### config.mk
export PLATFORM = sky130hd
export DESIGN_NAME = mips_mem_bridge
export DESIGN_NICKNAME = d
export VERILOG_FILES = /design/src/rtl/mips_mem_pkg.sv /design/src/rtl/mips_mem_timeout.sv /design/src/rtl/mips_mem_bridge.sv
export SDC_FILE = /design/constraint.sdc
export NUM_CORES = 1
export LEC_CHECK = 0
export CAP_MARGIN = 20
export CORE_UTILIZATION = 51
export DETAILED_ROUTE_END_ITERATION = 12
export PLACE_DENSITY = 0.76
export SYNTH_ARGS = -nofsm -noshare
export SYNTH_HDL_FRONTEND = slang
export SYNTH_SLANG_ARGS = --single-unit
### constraint.sdc
create_clock -name clk -period 4.15 [get_ports clk]
set_clock_uncertainty 0.05 [all_clocks]
set_input_delay 0.83 -clock clk [delete_from_list [all_inputs] [get_ports clk]]
set_output_delay 0.83 -clock clk [all_outputs]
set_load 0.01 [all_outputs]
### src/rtl/mips_mem_pkg.sv
// rtl/mips_mem_pkg.sv - shared size/state encodings and beat-count helpers for the MIPS memory bridge
package mips_mem_pkg;

    // Access size as driven by the controller; 3 behaves like a word
    localparam logic [1:0] SZ_BYTE = 2'd0;
    localparam logic [1:0] SZ_HALF = 2'd1;
    localparam logic [1:0] SZ_WORD = 2'd2;

    // Bridge FSM states
    localparam logic [1:0] ST_IDLE   = 2'd0;
    localparam logic [1:0] ST_ACCESS = 2'd1;
    localparam logic [1:0] ST_RESP   = 2'd2;

    function automatic int size_bytes(input logic [1:0] size);
        case (size)
            SZ_BYTE: return 1;
            SZ_HALF: return 2;
            default: return 4;
        endcase
    endfunction

    // A sub-bus-width access still needs one beat
    function automatic int size_beats(input logic [1:0] size, input int bpb);
        int n;
        n = size_bytes(size) / bpb;
        return (n < 1) ? 1 : n;
    endfunction

endpackage

### src/rtl/mips_mem_timeout.sv
// rtl/mips_mem_timeout.sv - per-beat wait counter that flags a beat stuck without ack
module mips_mem_timeout #(
    parameter int LIMIT = 8
) (
    input  logic clk,
    input  logic reset,
    input  logic clr,
    input  logic en,
    output logic expired
);
    localparam int CW = $clog2(LIMIT + 1);

    logic [CW-1:0] count;

    // Count ack-less cycles of the current beat; clr restarts for the next beat
    always_ff @(posedge clk or posedge reset) begin
        if (reset) begin
            count <= '0;
        end else if (clr) begin
            count <= '0;
        end else if (en) begin
            count <= count + CW'(1);
        end
    end

    // Fires on the LIMIT-th waiting cycle; the caller lets a same-cycle ack win
    assign expired = en && (count == CW'(LIMIT - 1));

endmodule

### src/rtl/mips_mem_bridge.sv
// rtl/mips_mem_bridge.sv - splits one core load/store into DATA_W-wide memory beats with wait/timeout
module mips_mem_bridge
    import mips_mem_pkg::*;
#(
    parameter int DATA_W  = 8,
    parameter int ADDR_W  = 8,
    parameter int WORD_W  = 32,
    parameter int TIMEOUT = 0
) (
    input  logic              clk,
    input  logic              reset,
    input  logic              req_valid,
    output logic              req_ready,
    input  logic              req_write,
    input  logic [1:0]        req_size,
    input  logic [ADDR_W-1:0] req_addr,
    input  logic [WORD_W-1:0] req_wdata,
    output logic              rsp_valid,
    input  logic              rsp_ready,
    output logic [WORD_W-1:0] rsp_rdata,
    output logic              rsp_err,
    output logic              mem_en,
    output logic              mem_we,
    output logic [ADDR_W-1:0] mem_addr,
    output logic [DATA_W-1:0] mem_wdata,
    input  logic              mem_ack,
    input  logic [DATA_W-1:0] mem_rdata
);
    localparam int BPB    = DATA_W / 8;
    localparam int NB_MAX = WORD_W / DATA_W;
    localparam int KW     = (NB_MAX > 1) ? $clog2(NB_MAX) : 1;

    logic [1:0]        state;
    logic              wr_l;
    logic [1:0]        size_l;
    logic [KW-1:0]     k;
    logic [WORD_W-1:0] wsh;
    logic [WORD_W-1:0] asm_r;
    logic [WORD_W-1:0] asm_next;
    logic [WORD_W-1:0] rmask;
    logic              last_beat;
    logic              tmo_expired;
    logic              tmo_clr;
    logic              tmo_en;

    assign last_beat = (k == KW'(size_beats(size_l, BPB) - 1));
    assign tmo_en    = (state == ST_ACCESS) && !mem_ack;
    assign tmo_clr   = (state != ST_ACCESS) || mem_ack;

    // Merge the current read beat into the assembly word at lane k
    always_comb begin
        asm_next = asm_r;
        asm_next[k*DATA_W +: DATA_W] = mem_rdata;
    end

    // Keep only the bytes the access size asked for (wide-bus narrow reads)
    always_comb begin
        case (size_l)
            SZ_BYTE: rmask = WORD_W'(8'hFF);
            SZ_HALF: rmask = WORD_W'(16'hFFFF);
            default: rmask = '1;
        endcase
    end

    generate
        if (TIMEOUT > 0) begin : g_tmo
            mips_mem_timeout #(.LIMIT(TIMEOUT)) u_tmo (
                .clk     (clk),
                .reset   (reset),
                .clr     (tmo_clr),
                .en      (tmo_en),
                .expired (tmo_expired)
            );
        end else begin : g_no_tmo
            assign tmo_expired = 1'b0;
        end
    endgenerate

    // Request/beat/response sequencer; every mem_* and rsp_* output is a flop
    always_ff @(posedge clk or posedge reset) begin
        if (reset) begin
            state     <= ST_IDLE;
            req_ready <= 1'b1;
            rsp_valid <= 1'b0;
            rsp_err   <= 1'b0;
            rsp_rdata <= '0;
            mem_en    <= 1'b0;
            mem_we    <= 1'b0;
            mem_addr  <= '0;
            mem_wdata <= '0;
            wr_l      <= 1'b0;
            size_l    <= SZ_BYTE;
            k         <= '0;
            wsh       <= '0;
            asm_r     <= '0;
        end else begin
            case (state)
                ST_IDLE: begin
                    if (req_valid) begin
                        wr_l      <= req_write;
                        size_l    <= req_size;
                        k         <= '0;
                        asm_r     <= '0;
                        wsh       <= req_wdata >> DATA_W;
                        mem_en    <= 1'b1;
                        mem_we    <= req_write;
                        mem_addr  <= req_addr;
                        mem_wdata <= req_wdata[DATA_W-1:0];
                        req_ready <= 1'b0;
                        state     <= ST_ACCESS;
                    end
                end
                ST_ACCESS: begin
                    if (mem_ack) begin
                        if (!wr_l) begin
                            asm_r <= asm_next;
                        end
                        if (last_beat) begin
                            mem_en    <= 1'b0;
                            mem_we    <= 1'b0;
                            rsp_valid <= 1'b1;
                            rsp_err   <= 1'b0;
                            rsp_rdata <= wr_l ? '0 : (asm_next & rmask);
                            state     <= ST_RESP;
                        end else begin
                            k         <= k + KW'(1);
                            mem_addr  <= mem_addr + ADDR_W'(BPB);
                            mem_wdata <= wsh[DATA_W-1:0];
                            wsh       <= wsh >> DATA_W;
                        end
                    end else if (tmo_expired) begin
                        mem_en    <= 1'b0;
                        mem_we    <= 1'b0;
                        rsp_valid <= 1'b1;
                        rsp_err   <= 1'b1;
                        rsp_rdata <= wr_l ? '0 : (asm_r & rmask);
                        state     <= ST_RESP;
                    end
                end
                ST_RESP: begin
                    if (rsp_ready) begin
                        rsp_valid <= 1'b0;
                        rsp_err   <= 1'b0;
                        req_ready <= 1'b1;
                        state     <= ST_IDLE;
                    end
                end
                default: begin
                    state     <= ST_IDLE;
                    req_ready <= 1'b1;
                end
            endcase
        end
    end

endmodule

# After elaboration in Yosys (flattened, before gate mapping)
# Cells that the tools add are included.
# word_totals
reg_bits,124
in_bits,56
output_inout_bits,53
wordCells,89
# classes
addsub,4
n_lt_le_gt_ge,1
n_eq_ne,10
shift,2
muxes,44
n_bitwise,2
n_reduce_logical,12
# op_table
cell,n
32-bit two-way mux,7
32-bit one-hot mux with 2 select lines,3
8-bit two-way mux,6
5-bit negation with 34-bit output,1
8-bit by 34-bit variable shift with 32-bit output (first input constant),1
8-bit by 34-bit variable part select with 32-bit output,1
32-bit AND,1
32-bit bitwise mux,1
8-bit one-hot mux with 2 select lines,2
4-bit AND reduction,5
2-bit two-way mux,8
2-bit != test (second input constant),6
1-bit two-way mux,9
8-bit by 1-bit adder with 8-bit output (second input constant),1
1-bit one-hot mux with 2 select lines,4
2-bit one-hot mux with 3 select lines,1
3-bit one-hot mux with 2 select lines,1
3-bit AND reduction,2
2-bit by 1-bit equality test with 1-bit output (second input constant),2
2-bit logical NOT,2
2-bit one-hot mux with 2 select lines,1
2-bit nonzero test,2
3-bit by 1-bit < comparator with 1-bit output (second input constant),1
1-bit one-hot mux with 3 select lines,1
other kinds (6),6

# Longest topological paths before layout
# depth
ltp_word,9
ltp_mapped,7
mapped_depth_nobuf,5

# Worst setup path before layout
# Ideal clock, no wire load.
# synth_timing
path_kind,reg2reg
from,register k[0]
to,register mem_wdata[0]
setup_ns,0.127
arrival_time_ns,1.991
required_time_ns,3.973
slack_ns,1.981
stages_incl_launch_ff,8
n_path_buf,3
synth_period_minus_slack_ns,2.169
cell_sequence,dfrtp_1 and3_1 clkbuf_1 or3_1 buf_2 a21oi_4 buf_6 mux2_1
# synth_between
elab_chain_len,3
# synth_lines
element,line_no,rtl
start: declaration,mips_mem_bridge.sv:36,logic [KW-1:0] k;
start signal: assignment,mips_mem_bridge.sv:126,k <= k + KW'(1);
2-bit equality test,mips_mem_bridge.sv:46,"assign last_beat = (k == KW'(size_beats(size_l, BPB) - 1));"
2-bit != test (no line),-,
4-bit AND reduction (no line),-,
end signal: assignment,mips_mem_bridge.sv:108,mem_wdata <= req_wdata[DATA_W-1:0];
end signal: assignment,mips_mem_bridge.sv:128,mem_wdata <= wsh[DATA_W-1:0];
end: declaration,mips_mem_bridge.sv:25,"output logic [DATA_W-1:0] mem_wdata,"
# Every way passes these cells.
# A chain may end at the register's enable or synchronous reset.

# Worst setup path after layout
# layout_timing
from,input mem_ack
to,register mem_wdata[4]
# layout_between
elab_chain_len,2
# layout_lines
element,line_no,rtl
start: declaration,mips_mem_bridge.sv:26,"input logic mem_ack,"
2-bit != test (no line),-,
4-bit AND reduction (no line),-,
# Every way passes these cells.

==> flow_summary.json <==
{
  "status": "completed",
  "worst_hold_slack_ps": 424,
  "vias": 4254,
  "cts_sinks": 115,
  "drive_gt1_share_pct": 9.15,
  "core_sq_um": 9950,
  "clk_latency_ps": 500,
  "fin_setup_tns_ps": 0,
  "postSynthCellCount": 509,
  "first_iter_violations": 175,
  "grt_overflow": 0,
  "grt_pass1_wl_um": 20800,
  "drt-total-wl_um": 12300,
  "cts_setup_buffers": 0,
  "startpoint_type": "input pin",
  "synthArstFlopShare_pct": 100,
  "nets": 675,
  "r2r_start": "k[0]",
  "min_period_over_period_pct": 63.9,
  "hpwlAfterDp_um": 8270,
  "grt_max_degree": 67,
  "cp-startpoint": "mem_ack",
  "maxSlewHeadroom_pct": 38.7,
  "arrival_ps": 2990,
  "initial_utilization_pct": 53.4,
  "drv_cap": 0,
  "slowest_delay_ps": 710,
  "yosys.area_share.simple_pct": 16.6,
  "cts_htree_levels": 4,
  "fin_util_pct": 71.0,
  "endpoint": "mem_wdata[4]",
  "synthAdderAreaFrac_pct": 1.41,
  "crit_family": "compound AO/OA/AOI/OAI gates",
  "power_density_nw_per_um2": 719,
  "first_pass_iters": 5,
  "synthXorXnorAreaFrac_pct": 0,
  "synth-compound-area-share_pct": 18.6,
  "cts_tree": "built",
  "ir_worst_vdd_mv": 0.401,
  "synth_seq_area_share_pct": 54.2,
  "leakage_uw": 0.00311,
  "crit_buf_inv": 1,
  "crit_path_end_kind": "register",
  "hold_path.class": "reg -> reg",
  "r2r_slack_ps": 1520,
  "setup_viol": 0,
  "cts_resized": 0,
  "cp_num_cells": 5,
  "yosys.area.top_type": "dfrtp_1",
  "remaining_drc_errors": 0,
  "synth.area.top_cells": "dfrtp_1 (54%), nand2_1 (8.1%), o2bb2ai_1 (5.3%)",
  "worstPathRequired_ps": 4490,
  "synth_flop_cell": "dfrtp_1",
  "ctsHoldBuffers": 0,
  "cts.clk_slew.worst_paths_ps": 60,
  "syn-cell-area_sq_um": 5310,
  "portBuffers": 107,
  "netlist-cell-type-count": 56,
  "synth.area.mux_share_pct": 5.94,
  "fmax_mhz": 377,
  "ys_warn_count": 0,
  "io_pins": 109,
  "numCtsBuffers": 17,
  "hold_depth": 2,
  "cts_root_buf": "clkbuf_8",
  "p_total_uw": 5080,
  "via_per_inst": 5.63,
  "timing.rr.end": "mem_wdata[4]",
  "reg2reg_depth": 4,
  "syn-num-nets": 571,
  "path_cells": "clkdlybuf4s50_1, nand2_1, a21o_1, a21oi_4, mux2_2",
  "fin_crit_ps": 2650,
  "critPathMaxFanout": 28,
  "synth_top_area_share_pct": 53.7,
  "num_rows": 36,
  "critPathKind": "in -> reg",
  "crit_slowest_cell": "a21oi_4",
  "synth_edf_count": 0,
  "grt_use_total_pct": 24.2,
  "diodes": 0,
  "gp_congestion": 0.781,
  "ys_ff_latch": 115,
  "die_area_sq_um": 10800,
  "synth.avg_cell_area_sq_um": 10.4,
  "slew_viol_final": 0,
  "area_delta_synth_final_pct": 33.1,
  "synth_top_family_by_area": "compound AO/OA/AOI/OAI gates",
  "ant_nets": 0,
  "final_hold_viol_count": 0,
  "antenna_found_initial": 0,
  "avgRoutedWirePerCell_um": 16.2,
  "max_slew.worst_pin.slew_ps": 917,
  "die_w_um": 104,
  "rsz0062_at_grt": "false",
  "clockBufferDepth": 2,
  "die_h_um": 104,
  "first_global_vias": 4232
}
## final cells by class
cell class,count,area (sq um)
Clock buffer,24,500
Clock inverter,5,50.0
Fill cell,750,2890
Inverter,6,25.0
Multi-Input combinational cell,355,2280
Sequential cell,115,2880
Tap cell,133,166
Timing Repair Buffer,118,1160
## stage by stage
step,cells,setup slack (ps),instance area [sq um]
global route,756,1370,7070
finish,756,1500,7070
detailed placement,726,972,6500
global placement,726,1040,6500
floorplan,509,228,5310
CTS,755,1500,7050
## sequential cells by signal, indices dropped and copies added, names as in the netlist
signal,cells
size_l,2
k,2
mem_addr,8
state,2
wr_l,1
rsp_valid,1
asm_r,32
mem_we,1
mem_wdata,8
wsh,24
rsp_rdata,32
req_ready,1
mem_en,1
## cell usage in the layout (no fill, tap or decap), types with 9 or more instances in the layout
| cell type | instances |
|---|---|
| mux2_1 | 17 |
| nand2_1 | 115 |
| mux2_2 | 11 |
| o31ai_1 | 32 |
| nor2b_1 | 32 |
| a22o_1 | 9 |
| clkbuf_16 | 16 |
| buf_4 | 10 |
| o2bb2ai_1 | 32 |
| a21oi_1 | 35 |
| clkdlybuf4s50_1 | 107 |
| dfrtp_1 | 114 |
## logic make-up after synthesis
| kind of cell | Yosys count |
|---|---|
| flip-flops | 115 |
| AO/OA/AOI/OAI | 135 |
| multiplexers | 28 |
| AND/OR/NAND/NOR | 185 |
| buffers and inverters | 39 |
| adder cells (fa/ha/maj) | 6 |
| other | 1 |
## worst register-to-register path: stages, from the launching register on
cell and delay [ps]:
dfrtp_1 480, and4bb_1 330, or3_1 460, a21oi_4 760, mux2_2 440
## worst min-delay path by stage
stage	start	to	slack [ps]
5_1_grt	asm_r[14]	asm_r[14]	440
3_5_place_dp	rsp_rdata[18]	rsp_rdata[18]	420
4_1_cts	rsp_rdata[18]	rsp_rdata[18]	430
2_1_floorplan	asm_r[0]	asm_r[0]	400
3_3_place_gp	rsp_rdata[9]	rsp_rdata[9]	410
6_report	rsp_rdata[18]	rsp_rdata[18]	420
## routing by layer
metal  vias to the layer above  global-route usage, %  part of all wire, %
met5                         -                      0                    0
met4                         0                   6.73                 0.95
met3                        10                   5.39                  5.4
met2                       154                   37.6                   47
met1                      2057                   34.2                   47
li1                       2033                      -                    -
## synthesized netlist by cell type (2+ instances only)
cell type,instances
o31ai_1,32
buf_6,2
ha_1,6
and3_1,2
nor4_1,3
mux2_1,17
buf_1,7
o21ai_0,5
nand4_1,5
clkbuf_1,21
dfrtp_1,114
inv_1,6
nor2b_1,33
nand2b_1,5
a22o_1,9
o22a_1,2
buf_2,2
a21oi_1,35
a21o_1,2
nor3_1,3
nor3b_1,2
nor2_1,7
o2bb2ai_1,32
nand2_1,115
mux2_2,11
## report_power, final
part	internal, uW	total [uW]	switching, uW
logic	905	2020	1110
clock network	873	1340	465
registers	1470	1730	261
Note: power is estimated with default switching activity, not from simulation.
